==> src/rtl/axi_stream_bfm_pkg.sv <==
// Shared constants, state type and LFSR step function for the stream BFM core.
package axi_stream_bfm_pkg;

    localparam int          LFSR_W       = 16;
    // Feedback taps x^16 + x^14 + x^13 + x^11 -> register bits 15, 13, 12, 10
    localparam logic [15:0] LFSR_TAPS    = 16'hB400;
    localparam logic [15:0] GEN_SEED_DEF = 16'hACE1;
    localparam logic [15:0] SNK_SEED_DEF = 16'h1D2B;
    localparam logic [7:0]  RATE_ALWAYS  = 8'd128;

    typedef enum logic {
        IDLE = 1'b0,
        RUN  = 1'b1
    } gen_state_e;

    // One Fibonacci shift: XOR of the tapped bits enters at the bottom
    function automatic logic [LFSR_W-1:0] lfsr_next(input logic [LFSR_W-1:0] s);
        return {s[LFSR_W-2:0], ^(s & LFSR_TAPS)};
    endfunction

endpackage

==> src/rtl/stream_rate_gate.sv <==
// Pseudo-random throttle: passes when the low LFSR bits fall below the rate.
module stream_rate_gate
    import axi_stream_bfm_pkg::*;
#(
    parameter logic [15:0] SEED = GEN_SEED_DEF
) (
    input  logic       clock,
    input  logic       rst,
    input  logic       aclken,
    input  logic [7:0] rate,
    output logic       pass
);

    logic [LFSR_W-1:0] lfsr_q;
    logic [LFSR_W-1:0] lfsr_d;

    assign lfsr_d = lfsr_next(lfsr_q);

    // LFSR advances once per enabled cycle, reloads its seed on reset
    always_ff @(posedge clock) begin
        if (rst) begin
            lfsr_q <= SEED;
        end else if (aclken) begin
            lfsr_q <= lfsr_d;
        end
    end

    assign pass = (rate >= RATE_ALWAYS) || (lfsr_q[6:0] < rate[6:0]);

endmodule

==> src/rtl/axi_stream_bfm_core.sv <==
// AXI-Stream traffic block: throttled packet generator plus throttled checking sink.
module axi_stream_bfm_core
    import axi_stream_bfm_pkg::*;
#(
    parameter int          DSIZE    = 8,
    parameter int          LEN_W    = 16,
    parameter logic [15:0] GEN_SEED = GEN_SEED_DEF,
    parameter logic [15:0] SNK_SEED = SNK_SEED_DEF
) (
    input  logic             clock,
    input  logic             rst,
    input  logic             aclken,
    input  logic             cmd_valid,
    output logic             cmd_ready,
    input  logic [LEN_W-1:0] cmd_len,
    input  logic [DSIZE-1:0] cmd_base,
    input  logic [7:0]       cmd_rate,
    output logic             m_tvalid,
    input  logic             m_tready,
    output logic [DSIZE-1:0] m_tdata,
    output logic             m_tlast,
    input  logic             s_tvalid,
    output logic             s_tready,
    input  logic [DSIZE-1:0] s_tdata,
    input  logic             s_tlast,
    input  logic             snk_en,
    input  logic [7:0]       snk_rate,
    output logic [31:0]      stat_beats,
    output logic [31:0]      stat_pkts,
    output logic [DSIZE-1:0] last_data,
    output logic             err_seq
);

    gen_state_e       state_q;
    logic             cmd_ready_q;
    logic             m_tvalid_q;
    logic [DSIZE-1:0] m_tdata_q;
    logic             m_tlast_q;
    logic [LEN_W-1:0] len_q;
    logic [DSIZE-1:0] base_q;
    logic [7:0]       rate_q;
    logic [LEN_W-1:0] idx_q;

    logic             s_tready_q;
    logic [31:0]      beats_q;
    logic [31:0]      pkts_q;
    logic [DSIZE-1:0] last_data_q;
    logic             err_q;
    logic             first_q;

    logic [LEN_W-1:0] len_eff;
    logic [LEN_W-1:0] idx_nx;
    logic [7:0]       gen_rate;
    logic             gen_pass;
    logic             snk_pass;

    assign len_eff  = (cmd_len == '0) ? LEN_W'(1) : cmd_len;
    assign idx_nx   = idx_q + LEN_W'(1);
    // While idle the gate looks at the incoming command so the first beat can rise on accept
    assign gen_rate = (state_q == IDLE) ? cmd_rate : rate_q;

    stream_rate_gate #(.SEED(GEN_SEED)) u_gen_gate (
        .clock (clock),
        .rst   (rst),
        .aclken(aclken),
        .rate  (gen_rate),
        .pass  (gen_pass)
    );

    stream_rate_gate #(.SEED(SNK_SEED)) u_snk_gate (
        .clock (clock),
        .rst   (rst),
        .aclken(aclken),
        .rate  (snk_rate),
        .pass  (snk_pass)
    );

    // Generator FSM: idx_q is the index of the beat being presented or about to be
    always_ff @(posedge clock) begin
        if (rst) begin
            state_q     <= IDLE;
            cmd_ready_q <= 1'b1;
            m_tvalid_q  <= 1'b0;
            m_tdata_q   <= '0;
            m_tlast_q   <= 1'b0;
            len_q       <= '0;
            base_q      <= '0;
            rate_q      <= '0;
            idx_q       <= '0;
        end else if (aclken) begin
            case (state_q)
                IDLE: begin
                    if (cmd_valid) begin
                        len_q       <= len_eff;
                        base_q      <= cmd_base;
                        rate_q      <= cmd_rate;
                        idx_q       <= '0;
                        state_q     <= RUN;
                        cmd_ready_q <= 1'b0;
                        if (gen_pass) begin
                            m_tvalid_q <= 1'b1;
                            m_tdata_q  <= cmd_base;
                            m_tlast_q  <= (len_eff == LEN_W'(1));
                        end
                    end
                end
                RUN: begin
                    if (!m_tvalid_q) begin
                        if (gen_pass) begin
                            m_tvalid_q <= 1'b1;
                            m_tdata_q  <= base_q + DSIZE'(idx_q);
                            m_tlast_q  <= (idx_q == len_q - LEN_W'(1));
                        end
                    end else if (m_tready) begin
                        if (m_tlast_q) begin
                            state_q     <= IDLE;
                            m_tvalid_q  <= 1'b0;
                            m_tlast_q   <= 1'b0;
                            cmd_ready_q <= 1'b1;
                        end else begin
                            idx_q      <= idx_nx;
                            m_tvalid_q <= gen_pass;
                            if (gen_pass) begin
                                m_tdata_q <= base_q + DSIZE'(idx_nx);
                                m_tlast_q <= (idx_nx == len_q - LEN_W'(1));
                            end
                        end
                    end
                end
                default: state_q <= IDLE;
            endcase
        end
    end

    // Sink: registered throttled ready, statistics and sticky sequence check
    always_ff @(posedge clock) begin
        if (rst) begin
            s_tready_q  <= 1'b0;
            beats_q     <= '0;
            pkts_q      <= '0;
            last_data_q <= '0;
            err_q       <= 1'b0;
            first_q     <= 1'b1;
        end else if (aclken) begin
            s_tready_q <= snk_en && snk_pass;
            if (s_tvalid && s_tready_q) begin
                beats_q     <= beats_q + 32'd1;
                pkts_q      <= pkts_q + (s_tlast ? 32'd1 : 32'd0);
                last_data_q <= s_tdata;
                first_q     <= s_tlast;
                if (!first_q && (s_tdata != last_data_q + DSIZE'(1))) begin
                    err_q <= 1'b1;
                end
            end
        end
    end

    assign cmd_ready  = cmd_ready_q;
    assign m_tvalid   = m_tvalid_q;
    assign m_tdata    = m_tdata_q;
    assign m_tlast    = m_tlast_q;
    assign s_tready   = s_tready_q;
    assign stat_beats = beats_q;
    assign stat_pkts  = pkts_q;
    assign last_data  = last_data_q;
    assign err_seq    = err_q;

endmodule

==> config.mk <==
export PLATFORM = sky130hd
export DESIGN_NAME = axi_stream_bfm_core
export DESIGN_NICKNAME = d
export VERILOG_FILES = /design/src/rtl/axi_stream_bfm_pkg.sv /design/src/rtl/stream_rate_gate.sv /design/src/rtl/axi_stream_bfm_core.sv
export SDC_FILE = /design/constraint.sdc
export NUM_CORES = 1
export LEC_CHECK = 0
export BUFFER_PORTS_ARGS = -buffer_cell sky130_fd_sc_hd__buf_2
export CAP_MARGIN = 5
export CORE_MARGIN = 3
export CORE_UTILIZATION = 61
export CTS_CLUSTER_DIAMETER = 80
export CTS_CLUSTER_SIZE = 10
export DETAILED_ROUTE_END_ITERATION = 16
export GPL_TIMING_DRIVEN = 0
export PLACE_DENSITY_LB_ADDON = 0.1
export SETUP_SLACK_MARGIN = 0.15
export SLEW_MARGIN = 15
export SYNTH_ARGS = -nofsm -noshare
export SYNTH_HDL_FRONTEND = slang
export SYNTH_HIERARCHICAL = 1
export SYNTH_SLANG_ARGS = --single-unit
==> constraint.sdc <==
create_clock -name clock -period 10.1 [get_ports clock]
set_clock_uncertainty 0.2 [all_clocks]
set_input_delay 1.515 -clock clock [delete_from_list [all_inputs] [get_ports clock]]
set_output_delay 1.515 -clock clock [all_outputs]
set_load 0.01 [all_outputs]
* Word level (Yosys, flattened, before mapping)
Cells that the tools add are included.
Word-level totals: flip-flop bits (word level) 167, bits in latches 0, bits in writable memories 0, ROM bits 0, output and inout bits 85, word-level logic and storage cells 101, memories 0
Cells by class: add/subtract/negate cells 7, multipliers 0, divide/modulo/power cells 0, $lt $le $gt $ge 4, equal/unequal tests 14, shift-type cells 0, multiplexer cells 41, bitwise operators 1, reductions and logical operators 17
Operators by type and width (count):
- $mux 16 | 5
- $mux 8 | 8
- $add 32x1->32 | 1
- $add 32x1->32 const B | 1
- $eq 16x16->1 | 2
- $pmux 16 s2 | 1
- $reduce_xor 16->1 | 2
- $mux 1 | 22
- $add 16x1->16 const B | 1
- $add 8x8->8 | 2
- $eq 16x1->1 const B | 1
- $ge 8x8->1 const B | 2
- $logic_not 16->1 | 1
- $pmux 8 s2 | 1
- $sub 16x1->16 const B | 1
- $reduce_and 5->1 | 3
- $lt 7x7->1 | 2
- $reduce_and 3->1 | 3
- $add 8x1->8 const B | 1
- $ne 2x2->1 const B | 4
- $ne 8x8->1 | 1
- $pmux 1 s2 | 4
- $reduce_and 7->1 | 1
- $ne 3x1->1 const B | 2
- other kinds (7) | 12

* Longest topological paths before layout
word-level depth 8, mapped depth 14, gate-level depth less buffers 12

* Cells and area by module
Netlist, hierarchy kept.
Modules (own cells, without submodules):
- axi_stream_bfm_core | times used 1, cells an instance 885, area each 7155.6 um^2, seq. area each 2702.6 um^2
- stream_rate_gate | times used 2, cells an instance 77, area each 770.7 um^2, seq. area each 320.3 um^2

* Worst setup path before layout
No wires, ideal clock.
path kind input-to-reg, start point input port cmd_rate[6], end point register m_tdata_q[3], in the netlist m_tdata[3], arrival 3606 ps, required time 9814 ps, slack 6208 ps, stages 12, buffers on the path 1, cell sequence mux2_2 inv_1 ha_1 a21oi_1 o21ai_0 o21bai_1 a21o_1 nand2_1 a21oi_1 clkbuf_1 nor2_1 a211oi_1
On the way: word-level cells in the longest chain between the ends 5, elaborated cells between the ends (all ways) 8, those cells by class 2 x order compare; 3 x eq/ne; 1 x mux; 2 x reduce/logical
RTL lines:
- start: declaration | line axi_stream_bfm_core.sv:17 | input logic [7:0] cmd_rate,
- $mux 8 (*) | line axi_stream_bfm_core.sv:60 | assign gen_rate = (state_q == IDLE) ? cmd_rate : rate_q;
- $ge 8x8->1 / $lt 7x7->1 (equally long branches) | line stream_rate_gate.sv:28 | assign pass = (rate >= RATE_ALWAYS) || (lfsr_q[6:0] < rate[6:0]);
- $logic_or 1x1->1 (*) | line stream_rate_gate.sv:28
- named net gen_pass | line axi_stream_bfm_core.sv:54 | logic gen_pass;
- $ne 3x1->1 (no source line) / $ne 2x2->1 (equally long branches)
- $reduce_and 7->1 (no source line) (*)
- end signal: assignment | line axi_stream_bfm_core.sv:102 | m_tdata_q <= cmd_base;
- end signal: assignment | line axi_stream_bfm_core.sv:111 | m_tdata_q <= base_q + DSIZE'(idx_q);
- end signal: assignment | line axi_stream_bfm_core.sv:124 | m_tdata_q <= base_q + DSIZE'(idx_nx);
- end: declaration | line axi_stream_bfm_core.sv:37 | logic [DSIZE-1:0] m_tdata_q;
The timed path passes the listed nets; every way through them passes the cells marked *. A chain may end at the register's enable or synchronous reset.

* Worst setup path in the final report
start point register state_q, end point register m_tdata_q[3], in the netlist m_tdata[3]
On the way: word-level cells in the longest chain between the ends 5, elaborated cells between the ends (all ways) 13, those cells by class 2 x order compare; 6 x eq/ne; 2 x mux; 1 x bitwise; 2 x reduce/logical
RTL lines:
- start: declaration | line axi_stream_bfm_core.sv:34 | gen_state_e state_q;
- start signal: assignment | line axi_stream_bfm_core.sv:81 | state_q <= IDLE;
- start signal: assignment | line axi_stream_bfm_core.sv:98 | state_q <= RUN;
- start signal: assignment | line axi_stream_bfm_core.sv:116 | state_q <= IDLE;
- $mux 8 (*) | line axi_stream_bfm_core.sv:60
- named net gen_rate[4] | line axi_stream_bfm_core.sv:53 | logic [7:0] gen_rate;
- $ge 8x8->1 / $lt 7x7->1 (equally long branches) | line stream_rate_gate.sv:28
- $logic_or 1x1->1 (*) | line stream_rate_gate.sv:28
- named net gen_pass | line axi_stream_bfm_core.sv:54
- $ne 3x1->1 (no source line) / $ne 2x2->1 (equally long branches)
- $reduce_and 7->1 (no source line) (*)
Marks and branches as above.

==> impl_summary.md <==
Routing
The number of optimization iterations in the first detailed-route pass is 7. The wire length per cell is 15.4 µm. In this run, the number of DRC markers left after iteration 0 of detailed routing was 513. The routed design has 21400 µm of wire. The number of vias per cell is 5.64. The count of nets left with antenna violations after detail routing is 0.

The detailed router placed 7839 vias in this run. The remaining routing DRC violations is 0.

Worst setup path
In this run the worst setup path begins at state_q$_SDFFE_PP0P_. The kind of capture point of the worst setup path is a flop. The register-to-register setup slack is 5680 ps. The worst setup path category is flop to flop. On the worst path, the slowest cell contributes a delay of 510 ps. The arrival time reported for the critical path endpoint is 4570 ps. The number of cell instances on the worst register-to-register path is 14. The required time of the worst setup path is 10240 ps. The most prevalent standard cell on the critical path is sky130_fd_sc_hd__clkbuf_1. The critical-path maximum fanout is 10. For this design, the slowest cell found on the critical path is sky130_fd_sc_hd__a21oi_1.

STA classifies the critical path startpoint as a flop. The origin of the critical flop-to-flop path is state_q$_SDFFE_PP0P_. The signal on the critical path passes through clkbuf_1 > clkbuf_1 > mux2_2 > inv_1 > ha_1 > a21oi_1 > o21ai_0 > o21bai_1 > a21o_1 > nand2_1 > a21oi_1 > clkbuf_1 > nor2_1 > a211oi_1. The endpoint identified for the worst register-to-register timing path is m_tdata[3]$_SDFFE_PP0P_.

Logic synthesis
After synthesis, the cell types taking the most area are sky130_fd_sc_hd__dfxtp_1, sky130_fd_sc_hd__nand2_1, sky130_fd_sc_hd__xnor2_1. After synthesis, the most frequently instantiated cells are sky130_fd_sc_hd__dfxtp_1, sky130_fd_sc_hd__nand2_1, sky130_fd_sc_hd__nor2_1, sky130_fd_sc_hd__a21oi_1, sky130_fd_sc_hd__xnor2_1. The number of enable flip-flop cells after synthesis is 0. Counting every net in the synthesized netlist gives 1121. The share of synthesized flip-flops with an asynchronous set or reset is 0. A synthesized cell averages 8.37 µm². The share of the synthesized area in the top cell type is 0.384. Of all cell types, the one taking the most synthesized area is sky130_fd_sc_hd__dfxtp_1. The number of warnings issued by yosys is 6. The post-synthesis sequential area ratio is 0.384. The count of state elements after synthesis is 167.

The most instantiated flip-flop cell in the synthesis netlist is sky130_fd_sc_hd__dfxtp_1. The count of unique library cells instantiated by Yosys is 62. After synthesis the cells add up to 0.00870 mm².

The most common cell in the synthesized netlist is sky130_fd_sc_hd__dfxtp_1. The synthesized instance count is 1039.

Place
The post-DP HPWL is 15500 µm. The total of buffers placed on input and output ports is 139. The final estimated routing congestion in global placement is 0.907.

STA
The post-layout minimum cycle time is 4420 ps. The final setup violation count is 0. The final-report max-slew violation count is 0. The transition time of the tightest slew-check pin is 968 ps. Hold timing on the final database bottoms out at a slack of 257 ps. The achievable frequency is 226 MHz. The worst slew margin relative to its limit is 0.346. After routing, the total negative slack on setup checks comes to 0 ps. The final hold violation count is 0.

Dividing the final minimum period by the clock period gives 0.438. Setup repair after global routing left no endpoint under its margin.

Power
The static leakage is 4.28 nW. IR analysis of the VDD net gives a maximum drop of 0.117 mV. For this design the ratio of total power to cell area is 150 mW/mm². After layout, the design draws a total of 1.52 mW.

Worst hold path
The worst min-delay path startpoint is rate_q[1]$_SDFFE_PP0P_. The endpoint of the worst hold path is rate_q[1]$_SDFFE_PP0P_. The number of cells on the worst hold path is 2. The class of the tightest hold or removal check is flop to flop.

Clock network
The clock sink count is 167. For the worst-skew pair, the clock arrives at the later sink with an insertion delay of 430 ps. The tree is rooted in a sky130_fd_sc_hd__clkbuf_16.

TritonCTS built the clock tree. The count of hold buffers inserted by post-cts repair is 0. The clock-pin slew on the worst setup and hold paths is 70 ps. Once the clock tree was built, the resizer swapped 0 gates to a different size. The buffer depth of the longest clock path is 2. After clock tree synthesis, the setup repair step added 0 buffers. The clock buffer count from CTS is 17.

CTS built an H-tree with a depth of 4.

Floorplan
The die area is 0.0157 mm². The placement row count is 43. The die is 125 µm tall. The die width is 125 µm.

In this run the count of I/O pins placed on the die edge is 141. In this run the standard cell core region covers 0.0139 mm². For this configuration, the core starts out at a cell density of 0.624.

GRT
The via count of the first global-routing pass is 7325. The number of antenna violations at the first check in global routing is 0. The total overflow left after global routing is 0. The maximum number of pins on one net before global-route repair is 17. The first global-routing pass estimated 35400 µm of wire.

For this run, the total global-route usage over all layers was measured as 0.272.

Outcome
The run finished with clean final reports.

Layout
The number of antenna diodes in the final layout is 0. The growth of design area from synthesis to finish is 17.2%. Of the cells placed in the final design, the portion with a size suffix greater than 1 is 0.168. The number of fillers in the final layout is 1105. The final layout net count is 1279.

Job
Across the run, the number of max-cap violations was 0.
-- critical path, delay by kind of cell, from the launching register on --
| kind | cells | cell delay, ps |
|---|---|---|
| AO/OA/AOI/OAI | 6 | 1550 |
| adder cells (fa/ha/maj) | 1 | 240 |
| buffers and inverters | 4 | 1330 |
| flip-flops | 1 | 400 |
| multiplexers | 1 | 410 |
| AND/OR/NAND/NOR | 2 | 180 |
-- layer usage --
layer / routed length [µm] / GRT usage / vias to the layer above / share of wire
met5: 0 / 0 / - / 0
met4: 517 / 0.0982 / 0 / 0.024
met3: 1580 / 0.0803 / 34 / 0.074
met2: 10000 / 0.444 / 250 / 0.47
met1: 9260 / 0.344 / 3647 / 0.43
li1: - / - / 3908 / -
-- layout by cell type (no fill, tap or decap), types with 3 or more instances in the layout --
master	n
sky130_fd_sc_hd__o21bai_1	4
sky130_fd_sc_hd__and3_1	20
sky130_fd_sc_hd__clkbuf_1	44
sky130_fd_sc_hd__or3_1	21
sky130_fd_sc_hd__mux2_2	10
sky130_fd_sc_hd__and2_1	4
sky130_fd_sc_hd__xnor3_1	3
sky130_fd_sc_hd__xnor2_1	60
sky130_fd_sc_hd__clkbuf_16	17
sky130_fd_sc_hd__nand4b_1	4
sky130_fd_sc_hd__nor3_1	24
sky130_fd_sc_hd__ha_1	25
sky130_fd_sc_hd__nor4_2	3
sky130_fd_sc_hd__nand4_1	26
sky130_fd_sc_hd__nand3_1	37
sky130_fd_sc_hd__xnor2_2	4
sky130_fd_sc_hd__clkinvlp_4	6
sky130_fd_sc_hd__o21ai_0	27
sky130_fd_sc_hd__a211oi_1	8
sky130_fd_sc_hd__a311oi_1	3
sky130_fd_sc_hd__or2_2	4
sky130_fd_sc_hd__dfxtp_1	167
sky130_fd_sc_hd__a21oi_1	77
sky130_fd_sc_hd__and4_1	6
sky130_fd_sc_hd__a31oi_1	7
sky130_fd_sc_hd__xor2_1	50
sky130_fd_sc_hd__nand2b_1	4
sky130_fd_sc_hd__nand2_1	145
sky130_fd_sc_hd__inv_1	27
sky130_fd_sc_hd__a21o_1	3
sky130_fd_sc_hd__mux2i_1	41
sky130_fd_sc_hd__nor2b_1	4
sky130_fd_sc_hd__a22oi_1	7
sky130_fd_sc_hd__buf_2	140
sky130_fd_sc_hd__nor2_1	118
sky130_fd_sc_hd__nor4_1	13
sky130_fd_sc_hd__buf_6	3
-- report_power, final --
part           internal (mW)  switching, mW  leakage (nW)  total (mW)
sequential             0.679         0.0182          1.36       0.697
combinational         0.0859          0.107          2.66       0.192
clock                  0.345          0.290         0.265       0.635
total                   1.11          0.415          4.28        1.52
-- state kept, by name, indices dropped and copies added, names as in the netlist, 8 cells and up --
name,flops
base_q,8
idx_q,16
last_data,8
len_q,16
m_tdata,8
rate_q,8
stat_beats,32
stat_pkts,32
u_gen_gate/lfsr_q,16
u_snk_gate/lfsr_q,16
-- worst max-delay path by stage --
| stage | end | cells after the start |
|---|---|---|
| floorplan | m_tdata[3]$_SDFFE_PP0P_ | 12 |
| global placement | m_tdata[4]$_SDFFE_PP0P_ | 13 |
| detailed placement | m_tdata[4]$_SDFFE_PP0P_ | 13 |
| CTS | m_tdata[4]$_SDFFE_PP0P_ | 14 |
| global route | m_tdata[4]$_SDFFE_PP0P_ | 14 |
| finish | m_tdata[3]$_SDFFE_PP0P_ | 14 |
-- stage by stage --
stage          std cells  utilization  setup WS [ps]  instance area [µm²]
3_3_place_gp        1358        0.690           5630                 9620
2_1_floorplan       1039            -           6210                 8700
5_1_grt             1390        0.732           5310                10200
3_5_place_dp        1358        0.690           5540                 9620
4_1_cts             1390        0.732           5770                10200
6_report            1390        0.732           5680                10200
-- kinds of logic (layout without fill, tap and decap cells) --
group	count (synthesis)	count (layout)	synth area share
AND/OR/NAND/NOR	445	445	0.244
buffers and inverters	80	251	0.0413
multiplexers	51	51	0.0601
XOR/XNOR	118	118	0.129
flip-flops	167	167	0.384
adder cells (fa/ha/maj)	26	26	0.0383
AO/OA/AOI/OAI	152	152	0.102
-- final cells by class --
class | instances | area, µm² | share of cell area
clock inverter | 15 | 150 | 0.0147
tap | 180 | 225 | 0.0221
clock buffer | 17 | 425 | 0.0417
buffer | 53 | 258 | 0.0253
multi-input combinational | 792 | 4990 | 0.490
sequential | 167 | 3340 | 0.328
inverter | 27 | 101 | 0.00994
timing repair buffer | 139 | 696 | 0.0682
No activity file was read; power rests on OpenSTA's default activity.
